## src/rtl/mq_datapath.sv

```systemverilog
// M/Q operand datapath: operand registers, gated status flag pairs and |M-Q| capture.
// Optional sticky reload-in-terminal-state error output enabled by `define MQ_LOAD_ERR_EN.
module mq_datapath #(
  parameter int WIDTH  = 16,
  parameter int SETTLE = 2
) (
  input  logic             clk,
  input  logic             rst,
  input  logic [WIDTH-1:0] data_in,
  input  logic             ldM,
  input  logic             ldQ,
  input  logic             done,
  output logic             eqz1,
  output logic             neqz1,
  output logic             eqz2,
  output logic             neqz2,
  output logic             yes1,
  output logic             no1,
  output logic             yes2,
  output logic             no2,
  output logic             flags_vld,
`ifdef MQ_LOAD_ERR_EN
  output logic             err,
`endif
  output logic [WIDTH-1:0] result,
  output logic             result_vld
);

  localparam int CW = $clog2(SETTLE + 1);
  localparam logic [CW-1:0] SETTLE_C = CW'(SETTLE);

  logic [WIDTH-1:0] r_m;
  logic [WIDTH-1:0] r_q;
  logic [CW-1:0]    r_cnt;
  logic             r_eqz1;
  logic             r_eqz2;
  logic             r_ge;
  logic             r_eq;
  logic [WIDTH-1:0] r_result;
  logic             r_result_vld;
  logic             r_done_d;

  logic             w_ld;
  logic             w_done_rise;
  logic [WIDTH:0]   w_diff;
  logic [WIDTH-1:0] w_abs;
  logic             w_flags_vld;

  assign w_ld        = ldM | ldQ;
  assign w_done_rise = done & ~r_done_d;
  assign w_diff      = {1'b0, r_m} - {1'b0, r_q};
  assign w_abs       = w_diff[WIDTH] ? (r_q - r_m) : w_diff[WIDTH-1:0];
  assign w_flags_vld = (r_cnt == SETTLE_C);

  // NOTE: sequential state uses non-blocking assignments so every register
  // samples the pre-edge values; the simultaneous load+capture case relies on it.
  always_ff @(posedge clk) begin
    if (rst) begin
      r_m          <= '0;
      r_q          <= '0;
      r_cnt        <= '0;
      r_eqz1       <= 1'b0;
      r_eqz2       <= 1'b0;
      r_ge         <= 1'b0;
      r_eq         <= 1'b0;
      r_result     <= '0;
      r_result_vld <= 1'b0;
      r_done_d     <= 1'b0;
    end else begin
      if (ldM) r_m <= data_in;
      if (ldQ) r_q <= data_in;

      if (w_ld)                   r_cnt <= '0;
      else if (r_cnt < SETTLE_C)  r_cnt <= r_cnt + CW'(1);

      r_eqz1 <= (r_m == '0);
      r_eqz2 <= (r_q == '0);
      r_ge   <= ~w_diff[WIDTH];
      r_eq   <= (r_m == r_q);

      r_done_d <= done;
      // A capture wins over a load-triggered clear on the same edge.
      if (w_done_rise) begin
        r_result     <= w_abs;
        r_result_vld <= 1'b1;
      end else if (w_ld) begin
        r_result_vld <= 1'b0;
      end
    end
  end

`ifdef MQ_LOAD_ERR_EN
  logic r_err;
  always_ff @(posedge clk) begin
    if (rst)                              r_err <= 1'b0;
    else if (w_ld && r_result_vld && done) r_err <= 1'b1;
  end
  assign err = r_err;
`endif

  // Both members of a pair read 0 until the operands have settled.
  assign eqz1  =  r_eqz1 & w_flags_vld;
  assign neqz1 = ~r_eqz1 & w_flags_vld;
  assign eqz2  =  r_eqz2 & w_flags_vld;
  assign neqz2 = ~r_eqz2 & w_flags_vld;
  assign yes1  =  r_ge   & w_flags_vld;
  assign no1   = ~r_ge   & w_flags_vld;
  assign yes2  =  r_eq   & w_flags_vld;
  assign no2   = ~r_eq   & w_flags_vld;

  assign flags_vld  = w_flags_vld;
  assign result     = r_result;
  assign result_vld = r_result_vld;

endmodule

```

## config.mk

```make
export PLATFORM = sky130hd
export DESIGN_NAME = mq_datapath
export DESIGN_NICKNAME = d
export VERILOG_FILES = /design/src/rtl/mq_datapath.sv
export SDC_FILE = /design/constraint.sdc
export NUM_CORES = 1
export LEC_CHECK = 0
export BUFFER_PORTS_ARGS = -buffer_cell sky130_fd_sc_hd__buf_4
export CORE_UTILIZATION = 60
export CTS_CLUSTER_DIAMETER = 80
export CTS_CLUSTER_SIZE = 40
export DETAILED_ROUTE_END_ITERATION = 8
export PLACE_DENSITY = 0.84
export SETUP_SLACK_MARGIN = 0.05
export SYNTH_ARGS = -nofsm -noshare
export SYNTH_HDL_FRONTEND = slang
export SYNTH_SLANG_ARGS = --single-unit
```

## constraint.sdc

```tcl
create_clock -name clk -period 5.2 [get_ports clk]
set_clock_uncertainty 0.15 [all_clocks]
set_input_delay 0.52 -clock clk [delete_from_list [all_inputs] [get_ports clk]]
set_output_delay 0.52 -clock clk [all_outputs]
set_load 0.03 [all_outputs]
```

* Word-level counts from Yosys, hierarchy flattened
Index checks and enable logic that the tools add are counted.
** Storage, ports and cells
- Register bits after elaboration :: 56
- Bits of input ports :: 21
- Output and inout bits :: 26
- Word-level logic and storage cells :: 39
** Operators by class
- Add/sub/neg operators :: 3
- Order comparisons :: 1
- Equality and inequality tests :: 2
- Mux-type cells :: 3
- Bitwise logic cells :: 16
- Reductions and logical operators :: 4
** Operators with widths (number)
- $logic_not 16->1 :: 2
- $sub 16x16->17 :: 1
- $eq 16x16->1 :: 1
- $mux 16 :: 1
- $sub 16x16->16 :: 1
- $and 1x1->1 :: 9
- $not 1->1 :: 6
- $add 2x1->2 const B :: 1
- $eq 2x2->1 const B :: 1
- $lt 2x2->1 const B :: 1
- $mux 1 :: 2
- $reduce_bool 2->1 :: 1
- $reduce_or 2->1 :: 1
- $or 1x1->1 :: 1

* Logic depth before layout (Yosys ltp)
Gate-level depths: netlist (run 1).
- Depth in word-level cells :: 3
- Gate-level depth with buffers :: 13
- Depth with buffers taken out :: 11

* Least setup slack after synthesis (run 1)
Ideal clock, no wire load.
- Path type :: register -> register
- Start point :: reg r_m[0]
- End point :: reg r_result[13], in the netlist result[13]
- Library setup time :: 120 ps
- Arrival :: 2559 ps
- Required time :: 4930 ps
- Slack :: 2372 ps
- Stages on the path, launching flop included :: 12
- Path buffers :: 0
- Clock period less this slack :: 2828 ps
- Cell sequence :: dfxtp_1 inv_1 ha_1 fa_1 nor2b_1 o21ai_2 a211o_4 nand3_4 mux2_2 a21oi_1 o41ai_1 a211o_1
** On the way
- Longest elaborated chain between the ends :: 2
- Elaborated cells on any way between the ends :: 3
- Those cells by class :: add/sub: 2; mux: 1
** Ends and longest elaborated chain
- start: declaration :: RTL line 32 : logic [WIDTH-1:0] r_m;
- start signal: assignment :: RTL line 70 : if (ldM) r_m <= data_in;
- $sub 16x16->17 or $sub 16x16->16 (tied branches) :: RTL line 51, 52
- $mux 16 * :: RTL line 52 : assign w_abs = w_diff[WIDTH] ? (r_q - r_m) : w_diff[WIDTH-1:0];
- end signal: assignment :: RTL line 84 : r_result <= w_abs;
- end: declaration :: RTL line 39 : logic [WIDTH-1:0] r_result;
Every way passes the cells marked *; elsewhere a longest branch is shown, timed or not.
A chain may end at the register's enable or synchronous reset.

* Worst setup path in the final report (run 1)
Same ends and word-level chain as after synthesis.

==> results of run 1 <==
[metrics by stage]
stage / power (W) / instance area, µm² / util / hold slack [ns] / worst slack (ns)
finish: 0.00119 / 4160 / 0.695 / 0.269 / 1.85
global route: 0.00126 / 4160 / 0.695 / 0.281 / 1.67
CTS: 0.00118 / 4160 / 0.695 / 0.280 / 1.88
detailed placement: 0.000937 / 4070 / 0.680 / 0.298 / 1.93
global placement: 0.000931 / 4070 / 0.680 / 0.289 / 2.01
floorplan: 0.000847 / 3790 / - / 0.292 / 2.37
[registers in the layout, summed over array words and instances, names as in the netlist]
register / count
r_m: 16
r_q: 16
result: 16
r_cnt: 2
r_done_d: 1
r_eq: 1
r_eqz1: 1
r_eqz2: 1
r_ge: 1
result_vld: 1
[final cells by class]
class / count / area, µm²
multi-input combinational: 323 / 2360
clock buffer: 5 / 68.8
fill: 518 / 1830
inverter: 38 / 143
sequential: 56 / 1120
tap: 75 / 93.8
clock inverter: 3 / 22.5
timing repair buffer: 47 / 353
[worst max-delay path: stages (launching register included)]
cell     delay, ns
dfxtp_1       0.42
inv_1         0.09
ha_1          0.22
fa_1          0.41
nor2b_1       0.21
o21ai_2       0.10
a211o_4       0.38
nand3_4       0.28
mux2_2        0.40
a21oi_1       0.22
o41ai_1       0.10
a211o_1       0.28
[power breakdown]
group / switching [W] / internal, W / total [W]
clock network: 0.000157 / 0.0000971 / 0.000254
registers: 0.0000282 / 0.000464 / 0.000492
logic: 0.000264 / 0.000179 / 0.000443
total: 0.000449 / 0.000740 / 0.00119
[metal layers]
metal  wire length (µm)  global-route usage  part of all wire  vias up
met5                  0                   0                 0        -
met4                180              0.0875             0.020        0
met3                421              0.0367             0.048       16
met2               3880               0.433              0.44      112
met1               4310               0.400              0.49     1546
li1                   -                   -                 -     1611
[cell families after synthesis]
group | Yosys count
AOI/OAI and AO/OA | 92
xor gates and xnor gates | 10
adders and majority gates | 36
buffers and inverters | 66
DFF | 56
muxes | 40
and+or+nand+nor | 145
[cells in the mapped netlist (all sizes together), types with 2 or more instances]
master	count
xnor2	5
and2	5
o31ai	4
dfxtp	56
a31oi	2
a311oi	2
a211oi	10
clkbuf	11
nor4	13
fa	2
mux2	2
mux2i	38
nand2b	2
inv	38
nand3	9
nor2	56
nand3b	5
a2111oi	2
nand4	10
xor2	5
and3	2
nor3b	3
a211o	4
ha	34
nand2	21
a21o	7
nor3	6
o21a	2
o41ai	2
buf	17
o211ai	3
o21ai	12
nor2b	9
a21oi	32
[layout by cell type (no fill, tap or decap), types with 4 or more instances in the layout]
master / count
a211oi_1: 9
a21o_1: 7
a21oi_1: 28
a21oi_2: 4
and2_1: 5
buf_4: 47
clkbuf_8: 5
dfxtp_1: 56
ha_1: 34
inv_1: 38
mux2i_1: 38
nand2_1: 19
nand3_1: 8
nand3b_1: 5
nand4_1: 9
nor2_1: 56
nor2b_1: 9
nor3_1: 5
nor4_1: 13
o21ai_0: 8
o21ai_2: 4
o31ai_1: 4
xnor2_1: 5
xor2_1: 5
[how the worst max path moves through the flow]
| stage | endpoint | from | slack, ns |
|---|---|---|---|
| after floorplan | result[13] | r_m[0] | 2.37 |
| after global placement | result[13] | r_m[0] | 2.01 |
| after detailed placement | result[13] | r_m[0] | 1.93 |
| after CTS | result[13] | r_m[0] | 1.88 |
| after global routing | result[13] | r_m[0] | 1.67 |
| final | result[13] | r_m[0] | 1.85 |
==> flow_metrics.env, run 1 <==
export IMPL_clockBufferDepth=2
export IMPL_required_ns=5.28
export IMPL_path_clk_slew_ns=0.12
export IMPL_synth_top_area_cell="dfxtp_1"
export IMPL_holdPathStages=2
export IMPL_power_density_nw_per_um2=286
export IMPL_die_h_um=81.5
export IMPL_syn_avg_cell_area_um2=8.52
export IMPL_place_detailed_hpwl_mm=6.62
export IMPL_grt_pass1_vias=2909
export IMPL_holdPathEnd="r_done_d"
export IMPL_ant_nets=0
export IMPL_synth_fp_nets=502
export IMPL_relSlewSlack=0.473
export IMPL_hold_path_class="in -> reg"
export IMPL_cts_setup_buffers=0
export IMPL_synth_top_family_by_area="simple AND/OR/NAND/NOR gates"
export IMPL_crit_path_start_kind="register"
export IMPL_dieArea_um2=6640
export IMPL_grt_pass1_wl_mm=14.2
export IMPL_setup_viol=0
export IMPL_drive_gt1_frac=0.159
export IMPL_rrSetupSlack_ns=1.85
export IMPL_drtIter0Drc=250
export IMPL_seq_area_frac_synth=0.296
export IMPL_timing_rr_start="r_m[0]"
export IMPL_firstDrtPassIters=5
export IMPL_yosysUniqueCellTypes=62
export IMPL_synth_seq_cells=56
export IMPL_crit_fanout=22
export IMPL_grt_max_degree=67
export IMPL_insertion_delay_ns=0.32
export IMPL_status="completed"
export IMPL_hold_buffers=0
export IMPL_instances_no_fill=547
export IMPL_synth_xor_area_frac=0.0231
export IMPL_synth_simple_area_share=0.197
export IMPL_htreeDepth=2
export IMPL_dp_cells=539
export IMPL_hold_violations=0
export IMPL_r2r_cells=11
export IMPL_num_rows=28
export IMPL_period_minus_slack_ns=3.35
export IMPL_yosys_top_cells_area="dfxtp_1, ha_1, mux2i_1"
export IMPL_syn_to_final_growth_pct=9.80
export IMPL_synth_fa_ha_area_frac=0.123
export IMPL_io_pins=47
export IMPL_finalMaxSlewViolations=0
export IMPL_grt_remaining_overflow=0
export IMPL_tritoncts="built"
export IMPL_synth_top_area_frac=0.296
export IMPL_wirelength_mm=8.79
export IMPL_synth_edff_count=0
export IMPL_syn_inst=445
export IMPL_critPathKind="reg -> reg"
export IMPL_yosys_most_used_dff="dfxtp_1"
export IMPL_cts_sinks=56
export IMPL_async_flop_share=0
export IMPL_initial_core_util=0.633
export IMPL_min_from="done"
export IMPL_fin_nets=528
export IMPL_fmax_ghz=0.298
export IMPL_ir_worst_vdd_mv=0.159
export IMPL_core_area_um2=5990
export IMPL_tns_ns=0
export IMPL_cts_root_buffer="clkbuf_8"
export IMPL_antenna_found_initial=0
export IMPL_ys_warn_count=0
export IMPL_max_cap_violations=0
export IMPL_routedWlPerCell_um=16.1
export IMPL_tightest_slew_ns=0.791
export IMPL_dieWidth_um=81.5
export IMPL_gr_usage_all_layers=0.280
export IMPL_arrival_ns=3.43
export IMPL_reg2reg_to="result[13]"
export IMPL_rsz0062_at_grt="false"
export IMPL_drc=0
export IMPL_p_leak_nw=1.88
export IMPL_io_buffers=46
export IMPL_muxShareOfSynthArea=0.106
export IMPL_crit_path_end_kind="register"
export IMPL_cts_buffers=5
export IMPL_vias_per_cell=6.01
export IMPL_ctsResizeCount=0
export IMPL_netlist_area_um2=3790
export IMPL_post_route_period_util=0.645
export IMPL_synth_compound_area_frac=0.173
export IMPL_antenna_cells=0
export IMPL_place_congestion=0.913
export IMPL_vias=3285
No activity file was read; power rests on OpenSTA's default activity.
==> inputs of run 2 (changes only) <==
--- a/config.mk
+++ b/config.mk
@@ -6,11 +6,11 @@
 export NUM_CORES = 1
 export LEC_CHECK = 0
 export BUFFER_PORTS_ARGS = -buffer_cell sky130_fd_sc_hd__buf_4
-export CORE_UTILIZATION = 60
+export CORE_UTILIZATION = 59
 export CTS_CLUSTER_DIAMETER = 80
 export CTS_CLUSTER_SIZE = 40
 export DETAILED_ROUTE_END_ITERATION = 8
-export PLACE_DENSITY = 0.84
+export PLACE_DENSITY = 0.83
 export SETUP_SLACK_MARGIN = 0.05
 export SYNTH_ARGS = -nofsm -noshare
 export SYNTH_HDL_FRONTEND = slang
==> constraint.sdc (replaced) <==
create_clock -name clk -period 3.1 [get_ports clk]
set_clock_uncertainty 0.15 [all_clocks]
set_input_delay 0.31 -clock clk [delete_from_list [all_inputs] [get_ports clk]]
set_output_delay 0.31 -clock clk [all_outputs]
set_load 0.03 [all_outputs]
==> run 2 against run 1 <==
Against the previous run:
- cell count rose by 3.1%
- clock-buffer cell count is the same
- global-route usage rose by 1.7 points
- worst setup slack worse by 1.7 ns
- combinational power grew 78%
- sequential share of layout area fell by 0.98 points
- non-clock buffer count up 17
- largest cell class unchanged
- largest power group unchanged
==> flow_metrics.env, run 2 (synthesis results as in run 1) <==
export IMPL_hold_violations=0
export IMPL_clockBufferDepth=2
export IMPL_power_density_nw_per_um2=488
export IMPL_setup_viol=0
export IMPL_io_buffers=46
export IMPL_drc=0
export IMPL_dieArea_um2=6750
export IMPL_finalMaxSlewViolations=0
export IMPL_final_common_cell="buf_4"
export IMPL_path_clk_slew_ns=0.11
export IMPL_rsz0062_at_grt="false"
export IMPL_tns_ns=0
export IMPL_core_area_um2=6060
export IMPL_gr_usage_all_layers=0.296
export IMPL_tightest_slew_ns=0.821
export IMPL_place_detailed_hpwl_mm=7.09
export IMPL_drtIter0Drc=228
export IMPL_grt_max_degree=67
export IMPL_initial_core_util=0.626
export IMPL_hold_path_class="in -> reg"
export IMPL_htreeDepth=2
export IMPL_crit_fanout=6
export IMPL_antenna_cells=0
export IMPL_p_leak_nw=1.97
export IMPL_final_area_um2=4330
export IMPL_cts_sinks=56
export IMPL_max_cap_violations=0
export IMPL_place_congestion=0.939
export IMPL_arrival_ns=3.00
export IMPL_fin_nets=545
export IMPL_grt_pass1_vias=3058
export IMPL_io_pins=47
export IMPL_tritoncts="built"
export IMPL_critPathKind="reg -> reg"
export IMPL_firstDrtPassIters=5
export IMPL_crit_path_end_kind="register"
export IMPL_grt_pass1_wl_mm=15.2
export IMPL_cts_root_buffer="clkbuf_8"
export IMPL_dieWidth_um=82.2
export IMPL_cts_setup_buffers=0
export IMPL_vias=3334
export IMPL_grt_remaining_overflow=0
export IMPL_crit_path_start_kind="register"
export IMPL_antenna_found_initial=0
export IMPL_status="completed"
export IMPL_ant_nets=0
export IMPL_wirelength_mm=9.35
export IMPL_drive_gt1_frac=0.198
export IMPL_cts_buffers=5
export IMPL_final_cell_mix="buf_4, nor2_1, dfxtp_1, inv_1, mux2i_1"
export IMPL_fmax_ghz=0.341
export IMPL_routedWlPerCell_um=16.6
export IMPL_syn_to_final_growth_pct=14.2
export IMPL_vias_per_cell=5.91
export IMPL_post_route_period_util=0.945
export IMPL_required_ns=3.17
export IMPL_ir_worst_vdd_mv=0.316
export IMPL_period_minus_slack_ns=2.93
export IMPL_num_rows=28
export IMPL_relSlewSlack=0.452
export IMPL_die_h_um=82.2
export IMPL_placed_cell_area_um2=4200
export IMPL_insertion_delay_ns=0.32
## run 2: cell count changes in the layout (fill, tap and decap cells not counted)
cell and delta:
a21oi_1 -1, nor2b_2 +1, nor2b_1 -1, a221oi_1 -1
bufinv_16 +1, inv_6 -1, a221oi_2 +1, dfxtp_1 -2
clkinv_2 -1, a21oi_2 +1, buf_4 +17, clkinv_4 +1
dfxtp_2 +2
## run 2: through the flow
step	hold slack (ns)	worst slack, ns	power [W]	utilization	std cells
floorplan	0.288	0.272	0.00142	-	445
global placement	0.288	0.131	0.00160	0.693	556
detailed placement	0.296	0.0488	0.00162	0.693	556
CTS	0.0655	0.0827	0.00211	0.712	564
global route	0.0784	0.0588	0.00223	0.714	564
finish	0.0663	0.169	0.00211	0.714	564
## run 2: area by class of cell
class	count	area, µm²
Clock buffer	5	68.8
Fill cell	484	1730
Inverter	38	143
Timing Repair Buffer	64	480
Tap cell	75	93.8
Sequential cell	56	1120
Clock inverter	3	47.5
Multi-Input combinational cell	323	2370
## run 2: critical path, cell delays in order, from the launching register on
cell,delay (ns)
dfxtp_2,0.38
inv_1,0.07
ha_1,0.21
fa_1,0.40
nor2b_2,0.17
o21ai_2,0.09
a211o_4,0.39
nand3_4,0.10
mux2_2,0.36
a21oi_2,0.16
o41ai_1,0.08
a211o_1,0.28
## run 2: per-layer routing
metal / GRT usage / wire, µm / vias to the layer above
met1: 0.410 / 4580 / 1573
met4: 0.104 / 172 / 0
met3: 0.0516 / 440 / 14
met5: 0 / 0 / -
li1: - / - / 1651
met2: 0.461 / 4160 / 96
## run 2: report_power, final
group | switching (W) | internal [W] | total (W)
sequential | 0.0000499 | 0.000779 | 0.000828
clock | 0.000256 | 0.000244 | 0.000500
combinational | 0.000455 | 0.000332 | 0.000787
## run 2: worst paths after layout
kind / start / slack [ns] / endpoint / depth (start not counted)
worst max-delay path: r_m[0] / 0.17 / result[13] / 11
worst min-delay path: done / 0.07 / r_done_d / 2
worst max register to register: r_m[0] / 0.17 / result[13] / 11
worst min register to register: result[6] / 0.31 / result[6] / 2
## run 2: what timing repair did
item | 4_1_cts | 5_1_grt
resized for setup | 1 | 4
cloned | 0 | 0
endpoints found under the setup margin | 1 | 5
hold endpoints to repair | 0 | 0
hold buffers | 0 | 0
